==> src/rtl/fp_register_status.sv <==
// FP register status table for the Tomasulo datapath: tracks the producer tag of R1..R7,
// resolves issue-time source operands and steers CDB results into the register file.
module fp_register_status #(
  parameter int DATA_W = 16,
  parameter int TAG_W  = 3
) (
  input  logic              clock,
  input  logic              reset_n,
  input  logic [DATA_W-1:0] R1,
  input  logic [DATA_W-1:0] R2,
  input  logic [DATA_W-1:0] R3,
  input  logic [DATA_W-1:0] R4,
  input  logic [DATA_W-1:0] R5,
  input  logic [DATA_W-1:0] R6,
  input  logic [DATA_W-1:0] R7,
  input  logic              issue_valid,
  input  logic [2:0]        issue_src1,
  input  logic [2:0]        issue_src2,
  input  logic [2:0]        issue_dest,
  input  logic [TAG_W-1:0]  issue_tag,
  input  logic              cdb_valid,
  input  logic [TAG_W-1:0]  cdb_tag,
  input  logic [DATA_W-1:0] cdb_data,
  output logic              op_valid,
  output logic [DATA_W-1:0] op1_value,
  output logic [TAG_W-1:0]  op1_tag,
  output logic [DATA_W-1:0] op2_value,
  output logic [TAG_W-1:0]  op2_tag,
  output logic [DATA_W-1:0] rf_dataIn,
  output logic [2:0]        rf_dataAddress,
  output logic              rf_writeEnable,
  output logic [7:0]        reg_busy
);

  logic [TAG_W-1:0]  qi_q [1:7];
  logic [TAG_W-1:0]  qi_d [1:7];
  logic [TAG_W-1:0]  qi_all_s [0:7];
  logic [DATA_W-1:0] rf_s [0:7];
  logic [7:0]        hit_s;
  logic              wb_found_s;
  logic [2:0]        wb_idx_s;
  logic              rename_s;
  logic              op_valid_q;
  logic [DATA_W-1:0] op1_value_q, op2_value_q;
  logic [TAG_W-1:0]  op1_tag_q, op2_tag_q;
  logic [DATA_W+TAG_W-1:0] look1_s, look2_s;

  // Resolve one source: ready value, same-cycle CDB forward, or pending producer tag.
  function automatic logic [DATA_W+TAG_W-1:0] lookup(
    input logic [TAG_W-1:0]  q,
    input logic [DATA_W-1:0] v,
    input logic              fwd_v,
    input logic [TAG_W-1:0]  fwd_tag,
    input logic [DATA_W-1:0] fwd_data
  );
    if (q == {TAG_W{1'b0}}) begin
      return {v, {TAG_W{1'b0}}};
    end else if (fwd_v && (fwd_tag == q)) begin
      return {fwd_data, {TAG_W{1'b0}}};
    end else begin
      return {{DATA_W{1'b0}}, q};
    end
  endfunction

  assign rf_s[0] = {DATA_W{1'b0}};
  assign rf_s[1] = R1;
  assign rf_s[2] = R2;
  assign rf_s[3] = R3;
  assign rf_s[4] = R4;
  assign rf_s[5] = R5;
  assign rf_s[6] = R6;
  assign rf_s[7] = R7;

  assign rename_s = issue_valid && (issue_dest != 3'd0);

  // Address 0 behaves as an always-ready zero register; also derive per-register CDB hits.
  always_comb begin
    qi_all_s[0] = {TAG_W{1'b0}};
    hit_s       = 8'd0;
    reg_busy    = 8'd0;
    for (int r = 1; r <= 7; r++) begin
      qi_all_s[r] = qi_q[r];
      hit_s[r]    = cdb_valid && (cdb_tag != {TAG_W{1'b0}}) && (qi_q[r] == cdb_tag);
      reg_busy[r] = (qi_q[r] != {TAG_W{1'b0}});
    end
  end

  // Lowest matching register receives the CDB write (tags are normally unique).
  always_comb begin
    wb_found_s = 1'b0;
    wb_idx_s   = 3'd0;
    for (int r = 7; r >= 1; r--) begin
      if (hit_s[r]) begin
        wb_found_s = 1'b1;
        wb_idx_s   = 3'(r);
      end else begin
        wb_found_s = wb_found_s;
      end
    end
  end

  // A rename landing on the written register makes the broadcast result stale.
  always_comb begin
    rf_writeEnable = reset_n && wb_found_s && !(rename_s && (issue_dest == wb_idx_s));
    rf_dataAddress = rf_writeEnable ? wb_idx_s : 3'd0;
    rf_dataIn      = rf_writeEnable ? cdb_data : {DATA_W{1'b0}};
  end

  // Next tag table: rename has priority over the CDB clear.
  always_comb begin
    for (int r = 1; r <= 7; r++) begin
      qi_d[r] = (rename_s && (issue_dest == 3'(r))) ? issue_tag :
                (hit_s[r] ? {TAG_W{1'b0}} : qi_q[r]);
    end
  end

  assign look1_s = lookup(qi_all_s[issue_src1], rf_s[issue_src1], cdb_valid, cdb_tag, cdb_data);
  assign look2_s = lookup(qi_all_s[issue_src2], rf_s[issue_src2], cdb_valid, cdb_tag, cdb_data);

  // State and operand registers with synchronous active-low reset.
  always_ff @(posedge clock) begin
    if (!reset_n) begin
      for (int r = 1; r <= 7; r++) begin
        qi_q[r] <= {TAG_W{1'b0}};
      end
      op_valid_q  <= 1'b0;
      op1_value_q <= {DATA_W{1'b0}};
      op1_tag_q   <= {TAG_W{1'b0}};
      op2_value_q <= {DATA_W{1'b0}};
      op2_tag_q   <= {TAG_W{1'b0}};
    end else begin
      for (int r = 1; r <= 7; r++) begin
        qi_q[r] <= qi_d[r];
      end
      op_valid_q <= issue_valid;
      if (issue_valid) begin
        {op1_value_q, op1_tag_q} <= look1_s;
        {op2_value_q, op2_tag_q} <= look2_s;
      end
    end
  end

  assign op_valid  = op_valid_q;
  assign op1_value = op1_value_q;
  assign op1_tag   = op1_tag_q;
  assign op2_value = op2_value_q;
  assign op2_tag   = op2_tag_q;

endmodule
==> config.mk <==
export PLATFORM = sky130hd
export DESIGN_NAME = fp_register_status
export DESIGN_NICKNAME = d
export VERILOG_FILES = /design/src/rtl/fp_register_status.sv
export SDC_FILE = /design/constraint.sdc
export NUM_CORES = 1
export LEC_CHECK = 0
export ABC_AREA = 0
export BUFFER_PORTS_ARGS = -buffer_cell sky130_fd_sc_hd__clkbuf_2
export CAP_MARGIN = 10
export CORE_AREA = 2 2 139 141
export DETAILED_ROUTE_END_ITERATION = 12
export DIE_AREA = 0 0 141 143
export SYNTH_ARGS = -nofsm -noshare
export SYNTH_HDL_FRONTEND = slang
export SYNTH_SLANG_ARGS = --single-unit
==> constraint.sdc <==
create_clock -name clock -period 4.41 [get_ports clock]
set_input_delay 0 -clock clock [delete_from_list [all_inputs] [get_ports clock]]
set_output_delay 0 -clock clock [all_outputs]
set_load 0.01 [all_outputs]
==> results by group, run 1 <==
Worst setup path
  – Worst R2R Path Depth: 6
  – Arrival time at the worst endpoint: around 2.7 ns
  – Worst reg-to-reg setup slack: ~1.8 ns
  – Start point of the critical path: qi_q[0][13]
  – Required @ worst endpoint: about 4.4 ns
  – FF-to-FF End: op1_value[5]
  – Classification of the worst setup path: flop to output pin
  – Launching point of the worst reg2reg path: qi_q[0][15]
  – Endpoint class of the critical path: output pin
  – Category of the worst setup path launch point: flop
  – Max FO, Critical Path: 18

Floorplanning
  – Die Y-Extent: ~140 um
  – I/O pins: roughly 210
  – Number of rows in the core area: 50
  – Effective utilization at floorplan: 0.297
  – Die area: about 20,000 um^2
  – Floorplan core area: approximately 19,000 um^2
  – Die width: roughly 140 um

STA
  – Final period demand of the worst path: around 2.7 ns
  – # setup viols final: 0
  – Endpoints failing hold: 0
  – Max Transition Viols Final: 0
  – Final Worst Setup Slack: 1.75 ns
  – Max Clock Freq: roughly 0.38 GHz
  – Actual transition at the worst max-transition pin: roughly 1.2 ns
  – Layout Skew: approximately 0.0078 ns
  – Total Negative Setup Slacks: 0 ns
  – Unrepaired setup endpoints after global routing: no
  – Period utilisation layout: 0.603
  – Max-slew headroom at the worst pin: 0.184

GRT
  – GRT overflow: 0
  – Combined global-route utilization of all metal layers: 0.207
  – First-pass GRT wire length: approximately 32,000 um
  – Maximum number of pins on one net before global-route repair: a little under 80
  – Initial antenna violation count: 1
  – Vias in the first global route: just under 6,000

Routing
  – Starting DRC count in detailed routing: between 300 and 400
  – Detailed Route WL: 21,300 um
  – DR vias/cell: about 5.6
  – Metal-1 WL: 8410 um
  – Final antenna-violating net count: 0
  – Max Used Layer: met4
  – Met3 wire len: roughly 1600 um
  – Vias after detailed routing: 5,936
  – Met2 wire len: about 11,000 um
  – Routed length per instance: 20.1 um
  – First-pass detailed-route iteration total: 5
  – DRC viols: 0

Clocking
  – Maximum number of buffers from clock root to sink: 2
  – Clock tree from TritonCTS: done
  – Total clock buffers created by CTS: 9
  – Clock sink count: 60
  – Latest clock arrival within the worst-skew pair: roughly 0.33 ns
  – Clock slew at the register clock pins of the worst setup and hold paths: ~0.060 ns
  – Cell chosen for the clock root: sky130_fd_sc_hd__clkbuf_16
  – H-tree level count: 3
  – Post-cts sizing count: 0
  – Setup bufs post-CTS: 0

Logic synthesis
  – Average cell area after synthesis: ~8.6 um^2
  – Simple-gate share of the synthesized area: 0.149
  – Post-Syn Nets: between 700 and 800
  – XOR/XNOR Fraction of Synth Area: 0.0492
  – Warnings from Yosys: 0
  – Fraction of the mapped netlist area in compound gates: 0.274
  – Proportion of register bits with asynchronous set or reset after synthesis: 0
  – Fraction of the yosys area taken by sequential cells: 0.218
  – Synth top area share: 0.218
  – Portion of netlist area occupied by mux cells: 0.241
  – Cell types occupying the most area after synthesis: sky130_fd_sc_hd__dfxtp_1, sky130_fd_sc_hd__mux4_2, sky130_fd_sc_hd__mux2_2
  – Fraction of the mapped netlist area in adder cells: 0
  – Combinational family with the most area after synthesis: compound AO/OA/AOI/OAI gates
  – Number of flops mapped to enable cells by yosys: 0
  – Post-synthesis instance area: about 5500 um^2
  – Count of different cell masters after synthesis: between 50 and 60
  – Cell type contributing the most total cell area after synthesis: sky130_fd_sc_hd__dfxtp_1
  – Post-Synthesis Cells: approximately 640
  – Flip-flop cell with the highest count after synthesis: sky130_fd_sc_hd__dfxtp_1
  – Number of storage elements in the synthesis netlist: 60

Finish
  – Most frequent cells in the layout: sky130_fd_sc_hd__clkbuf_2, sky130_fd_sc_hd__dfxtp_1, sky130_fd_sc_hd__o21ai_0
  – Net count, final: between 900 and 1,000
  – Most common cell after layout, fill and taps aside: sky130_fd_sc_hd__clkbuf_2
  – # fillers: about 2,000
  – Fraction of the core area covered by cells at the end of the flow: 0.378
  – Fraction of final layout cells sized beyond drive strength 1: 0.385
  – Area added between synthesis and finish: 27.3%

Placed design
  – Routability-driven placement congestion ratio: 0.855
  – Setup slack after placement: between 1 and 1.5 ns
  – Count of buffers from port buffering: 212
  – HPWL after DPL: ~16,000 um

Hold path
  – Worst min-delay path category: input port to flop
  – End point of the most critical hold path: op2_value[11]
  – Launch point of the worst hold path: cdb_data[11]
  – WHS Path Cells: 3

Power
  – Peak supply drop: 209 uV
  – Static leakage: between 2 and 3 nW
  – Total power per unit cell area: around 260 nW/um^2

Outcome
  – Run status: completed

Flow run
  – Maxcap violations: 0
## metal layers
| layer | up-vias | track usage |
|---|---|---|
| met1 | 2844 | 0.244 |
| li1 | 2802 | - |
| met3 | 25 | 0.0419 |
| met5 | - | 0 |
| met2 | 265 | 0.380 |
| met4 | 0 | 0.0621 |
## sequential cells by signal, summed over array words and instances (netlist names)
| name | flops |
|---|---|
| op1_value | 16 |
| op2_tag | 3 |
| op1_tag | 3 |
| op_valid | 1 |
| op2_value | 16 |
| qi_q | 21 |
## synthesized netlist by cell type (2+ instances only)
cell type and instances:
sky130_fd_sc_hd__clkbuf_1 30, sky130_fd_sc_hd__o21a_1 2, sky130_fd_sc_hd__a32o_1 4, sky130_fd_sc_hd__o211ai_1 17, sky130_fd_sc_hd__a21oi_1 22, sky130_fd_sc_hd__and3_1 3
sky130_fd_sc_hd__buf_4 5, sky130_fd_sc_hd__a221oi_2 3, sky130_fd_sc_hd__and2_1 22, sky130_fd_sc_hd__o21ai_0 50, sky130_fd_sc_hd__dfxtp_1 60, sky130_fd_sc_hd__nand3_1 27
sky130_fd_sc_hd__buf_1 3, sky130_fd_sc_hd__nor2_1 41, sky130_fd_sc_hd__nor3_1 5, sky130_fd_sc_hd__nand2b_1 3, sky130_fd_sc_hd__a21boi_0 18, sky130_fd_sc_hd__buf_2 23
sky130_fd_sc_hd__a211o_1 16, sky130_fd_sc_hd__inv_1 20, sky130_fd_sc_hd__nor2b_1 14, sky130_fd_sc_hd__xnor2_1 18, sky130_fd_sc_hd__mux2i_1 7, sky130_fd_sc_hd__xor2_1 13
sky130_fd_sc_hd__a211oi_1 2, sky130_fd_sc_hd__a22oi_1 19, sky130_fd_sc_hd__mux4_2 34, sky130_fd_sc_hd__nand2_1 31, sky130_fd_sc_hd__nand4_1 3, sky130_fd_sc_hd__or3_1 9
sky130_fd_sc_hd__a31oi_1 35, sky130_fd_sc_hd__mux2_2 39, sky130_fd_sc_hd__buf_6 2, sky130_fd_sc_hd__a221oi_1 20
## worst max-delay path, cell delays in order (launching register included)
cell                       delay [ns]
sky130_fd_sc_hd__dfxtp_1         0.37
sky130_fd_sc_hd__xor2_1          0.18
sky130_fd_sc_hd__nor3_1          0.48
sky130_fd_sc_hd__a21oi_1         0.13
sky130_fd_sc_hd__a21oi_1         0.33
sky130_fd_sc_hd__xor2_1          0.11
sky130_fd_sc_hd__a31oi_1         0.17
sky130_fd_sc_hd__buf_4           0.22
sky130_fd_sc_hd__nor2b_1         0.19
sky130_fd_sc_hd__clkbuf_2        0.15
## cell families (layout without fill, tap and decap cells)
group,count (synthesis),count (layout)
other cells,1,3
compound gates,218,218
buf+inv,84,267
xor+xnor,31,31
flops,60,60
simple gates,164,164
mux,83,83
## report_power, final
| part | leakage [nW] | switching [mW] | internal (mW) |
|---|---|---|---|
| logic | 2.31 | 0.311 | 0.248 |
| clock network | 0.128 | 0.266 | 0.396 |
| registers | 0.492 | 0.0194 | 0.570 |
## final cells by class
cell class              instances  area (um^2)  area share
well taps                     234          293      0.0417
clock buffers                  11          243      0.0346
flip-flops and latches         60         1200       0.171
repair buffers                231         1230       0.175
inverters                      20         75.1      0.0107
multi-input cells             497         3940       0.561
diodes                          2         5.00    0.000713
clock inverters                 5         36.3     0.00517
## what timing repair did
item / in CTS / in global routing
endpoints found under the hold margin: 14 / 0
endpoints found under the setup margin: 0 / 0
hold buffers: 11 / 0
## per-stage QoR
stage                     power (mW)  instance area [um^2]  hold slack (ns)  instances
after floorplan                0.940                  5520            0.144        641
after global placement          1.15                  6620            0.322       1030
after detailed placement        1.15                  6620            0.315       1030
after CTS                       1.82                  7010          0.00526       1057
after global routing            1.89                  7020           0.0187       1059
final                           1.81                  7020           0.0127       1060
## worst max-delay path by stage
| stage | cells past startpoint | to | slack (ns) |
|---|---|---|---|
| global placement | 8 | op2_value[11] | 1.27 |
| detailed placement | 8 | op2_value[3] | 1.18 |
| global route | 9 | rf_dataAddress[1] | 1.48 |
| finish | 9 | rf_dataAddress[1] | 1.75 |
| floorplan | 8 | op1_value[10] | 2.27 |
| CTS | 8 | op2_value[3] | 1.54 |
No activity file was read; power rests on OpenSTA's default activity.
==> inputs of run 2 (changes only) <==
clock period = 2.6 ns   (was 4.41 ns; I/O delays follow)
==> run 2 against run 1 <==
- die area did not move
- largest cell class unchanged
- design area rose by 2.0%
- largest power group unchanged
- worst hold slack got worse by 0.0033 ns
- routed wire length rose by 1.6%
- non-clock buffer count rose by 13
- via count rose by 0.99%
==> results by group, run 2 (synthesized netlist as in run 1, its figures left out) <==
STA
  – Actual transition at the worst max-transition pin: 0.660 ns (was 1.22 ns)
  – Layout Skew: 0.00894 ns (was 0.00779 ns)
  – Unrepaired setup endpoints after global routing: no (unchanged)
  – Total Negative Setup Slacks: 0 ns (unchanged)
  – Max Clock Freq: between 0.4 and 0.5 GHz
  – Period utilisation layout: 0.922
  – Max-slew headroom at the worst pin: 0.560 (was 0.184)
  – Max Transition Viols Final: 0 (unchanged)
  – # setup viols final: 0 (unchanged)
  – Endpoints failing hold: 0 (unchanged)
  – Final Worst Setup Slack: 0.203 ns (was 1.75 ns)
  – Final period demand of the worst path: around 2.4 ns

GRT
  – Vias in the first global route: 5,934 (was 5,949)
  – First-pass GRT wire length: 32,500 um (about the same)
  – Maximum number of pins on one net before global-route repair: 75 (was 78)
  – Routing usage on met3: 0.0376 (was 0.0419)
  – Fraction of met2 tracks used by global routing: 0.399 (was 0.380)
  – Combined global-route utilization of all metal layers: 0.209 (was 0.207)
  – Initial antenna violation count: 0 (was 1)
  – GRT Max-Usage Layer: met2 (unchanged)
  – GRT overflow: 0 (unchanged)
  – GRT met1 Usage: 0.238 (was 0.244)

Floorplanning
  – Die area: 20,200 um^2 (unchanged)
  – I/O pins: 214 (unchanged)
  – Effective utilization at floorplan: 0.297 (unchanged)
  – Die width: 141 um (unchanged)
  – Number of rows in the core area: 50 (unchanged)
  – Die Y-Extent: 143 um (unchanged)
  – Floorplan core area: 18,600 um^2 (unchanged)

Placed design
  – HPWL after DPL: 16,700 um (was 16,100 um)
  – Setup slack after placement: 0.130 ns (was 1.18 ns)
  – Count of buffers from port buffering: 212 (unchanged)
  – Placed cell area: 6740 um^2 (was 6620 um^2)
  – Routability-driven placement congestion ratio: 0.876 (was 0.855)

Routing
  – Routed length per instance: 20.2 um (was 20.1 um)
  – Final antenna-violating net count: 0 (unchanged)
  – DRC viols: 0 (unchanged)
  – Detailed Route WL: 21,700 um (was 21,300 um)
  – Starting DRC count in detailed routing: 334 (was 375)
  – Vias after detailed routing: 5,995 (was 5,936)
  – First-pass detailed-route iteration total: 6 (was 5)
  – DR vias/cell: 5.60 (about the same)

Clocking
  – Maximum number of buffers from clock root to sink: 2 (unchanged)
  – Clock tree from TritonCTS: done (unchanged)
  – Latest clock arrival within the worst-skew pair: 0.33 ns (about the same)
  – H-tree level count: 3 (unchanged)
  – Clock sink count: 60 (unchanged)
  – Clock slew at the register clock pins of the worst setup and hold paths: 0.05 ns (was 0.06 ns)
  – Total clock buffers created by CTS: 9 (unchanged)
  – Cell chosen for the clock root: sky130_fd_sc_hd__clkbuf_16 (unchanged)

Worst setup path
  – Crit path cell chain: buf_4, xnor2_1, and3_1, o211ai_1, a21oi_1, xor2_1, a31oi_1, buf_6, nor2b_1, clkbuf_2 (was xor2_1, nor3_1, a21oi_1, a21oi_1, xor2_1, a31oi_1, buf_4, nor2b_1, clkbuf_2)
  – Category of the worst setup path launch point: flop (unchanged)
  – Classification of the worst setup path: flop to output pin (unchanged)
  – Count of buffering cells on the critical path with inverters included: 3 (was 2)
  – Worst R2R Path Depth: 7 (was 6)
  – Max FO, Critical Path: 18 (unchanged)
  – Required @ worst endpoint: 2.60 ns (was 4.41 ns)
  – WP depth: 10 (was 9)
  – Arrival time at the worst endpoint: 2.40 ns (was 2.66 ns)
  – Slowest stage delay, CP: 0.32 ns (was 0.48 ns)
  – CP max stage cell: sky130_fd_sc_hd__dfxtp_1 (was sky130_fd_sc_hd__nor3_1)
  – Critical path's top delay family: compound AO/OA/AOI/OAI gates (was simple AND/OR/NAND/NOR gates)
  – Endpoint class of the critical path: output pin (unchanged)

Power
  – Peak supply drop: 308 uV (was 209 uV)
  – Power consumption: 3.16 mW (was 1.81 mW)
  – Static leakage: 3.03 nW (was 2.93 nW)
  – Total power per unit cell area: 441 nW/um^2 (was 258 nW/um^2)

Finish
  – Biggest register: qi_q (unchanged)
  – Inserted Diodes: 0 (was 2)
  – Fraction of the core area covered by cells at the end of the flow: 0.386 (was 0.378)
  – Net count, final: 979 (was 966)
  – Post-route cell area: 7170 um^2 (was 7020 um^2)
  – Fraction of final layout cells sized beyond drive strength 1: 0.409 (was 0.385)
  – Most frequent cells in the layout: sky130_fd_sc_hd__clkbuf_2, sky130_fd_sc_hd__dfxtp_1, sky130_fd_sc_hd__o21ai_0 (unchanged)
  – Flip-flop count of the largest register, all copies and words added: 21 (unchanged)
  – Most common cell after layout, fill and taps aside: sky130_fd_sc_hd__clkbuf_2 (unchanged)
  – # fillers: 1,943 (was 1,955)
  – Area added between synthesis and finish: 29.9% (was 27.3%)

Outcome
  – Run status: completed (unchanged)

Flow run
  – Maxcap violations: 0 (unchanged)

Hold path
  – Worst min-delay path category: input port to flop (unchanged)
  – WHS Path Cells: 3 (unchanged)
## run 2: cell count changes in the layout (fill, tap and decap cells not counted), sizes merged, moves of 2 or more
cell	before	now
buf	8	24
clkbuf	223	221
clkinv	1	3
clkinvlp	3	1
diode	2	0
dlygate4sd3	11	8
## run 2: metal layers
layer,vias to the layer above,wire length [um]
li1,2833,-
met1,2887,8380
met2,246,11400
met3,29,1430
met4,0,473
met5,-,0
## run 2: area by class of cell
class	count	area (um^2)	share of cell area
multi-input cells	497	3970	0.554
repair buffers	244	1330	0.185
flip-flops and latches	60	1200	0.168
well taps	234	293	0.0409
clock buffers	9	225	0.0314
inverters	20	75.1	0.0105
clock inverters	7	73.8	0.0103
## run 2: power breakdown
part | internal (mW) | total, mW | switching [mW]
Combinational | 0.433 | 0.970 | 0.537
Clock | 0.746 | 1.19 | 0.448
Sequential | 0.968 | 0.998 | 0.0306
Total | 2.15 | 3.16 | 1.02
## run 2: worst paths after layout
path | slack, ns | start | to
max | 0.20 | qi_q[0][18] | rf_dataAddress[1]
min | 0.009 | cdb_data[14] | op2_value[14]
max reg2reg | 0.20 | qi_q[0][16] | op2_value[3]
min reg2reg | 0.48 | op1_tag[1] | op1_tag[1]
## run 2: repair_timing
| action | in CTS | in global routing |
|---|---|---|
| hold buffers | 8 | 0 |
| pin swaps | 0 | 3 |
| setup buffers | 0 | 1 |
| endpoints found under the hold margin | 10 | 0 |
| gates resized for setup | 1 | 9 |
| endpoints found under the setup margin | 17 | 23 |
## run 2: tightest hold or removal path, stage by stage
cell and delay, ns:
sky130_fd_sc_hd__clkbuf_2 0.12, sky130_fd_sc_hd__a31oi_1 0.09, sky130_fd_sc_hd__nor2_1 0.09
## run 2: per-stage QoR
step / cells / hold slack, ns
after detailed placement: 1046 / 0.327
after floorplan: 641 / 0.144
final: 1071 / 0.00939
after CTS: 1070 / 0.000404
after global routing: 1071 / 0.00343
after global placement: 1046 / 0.317
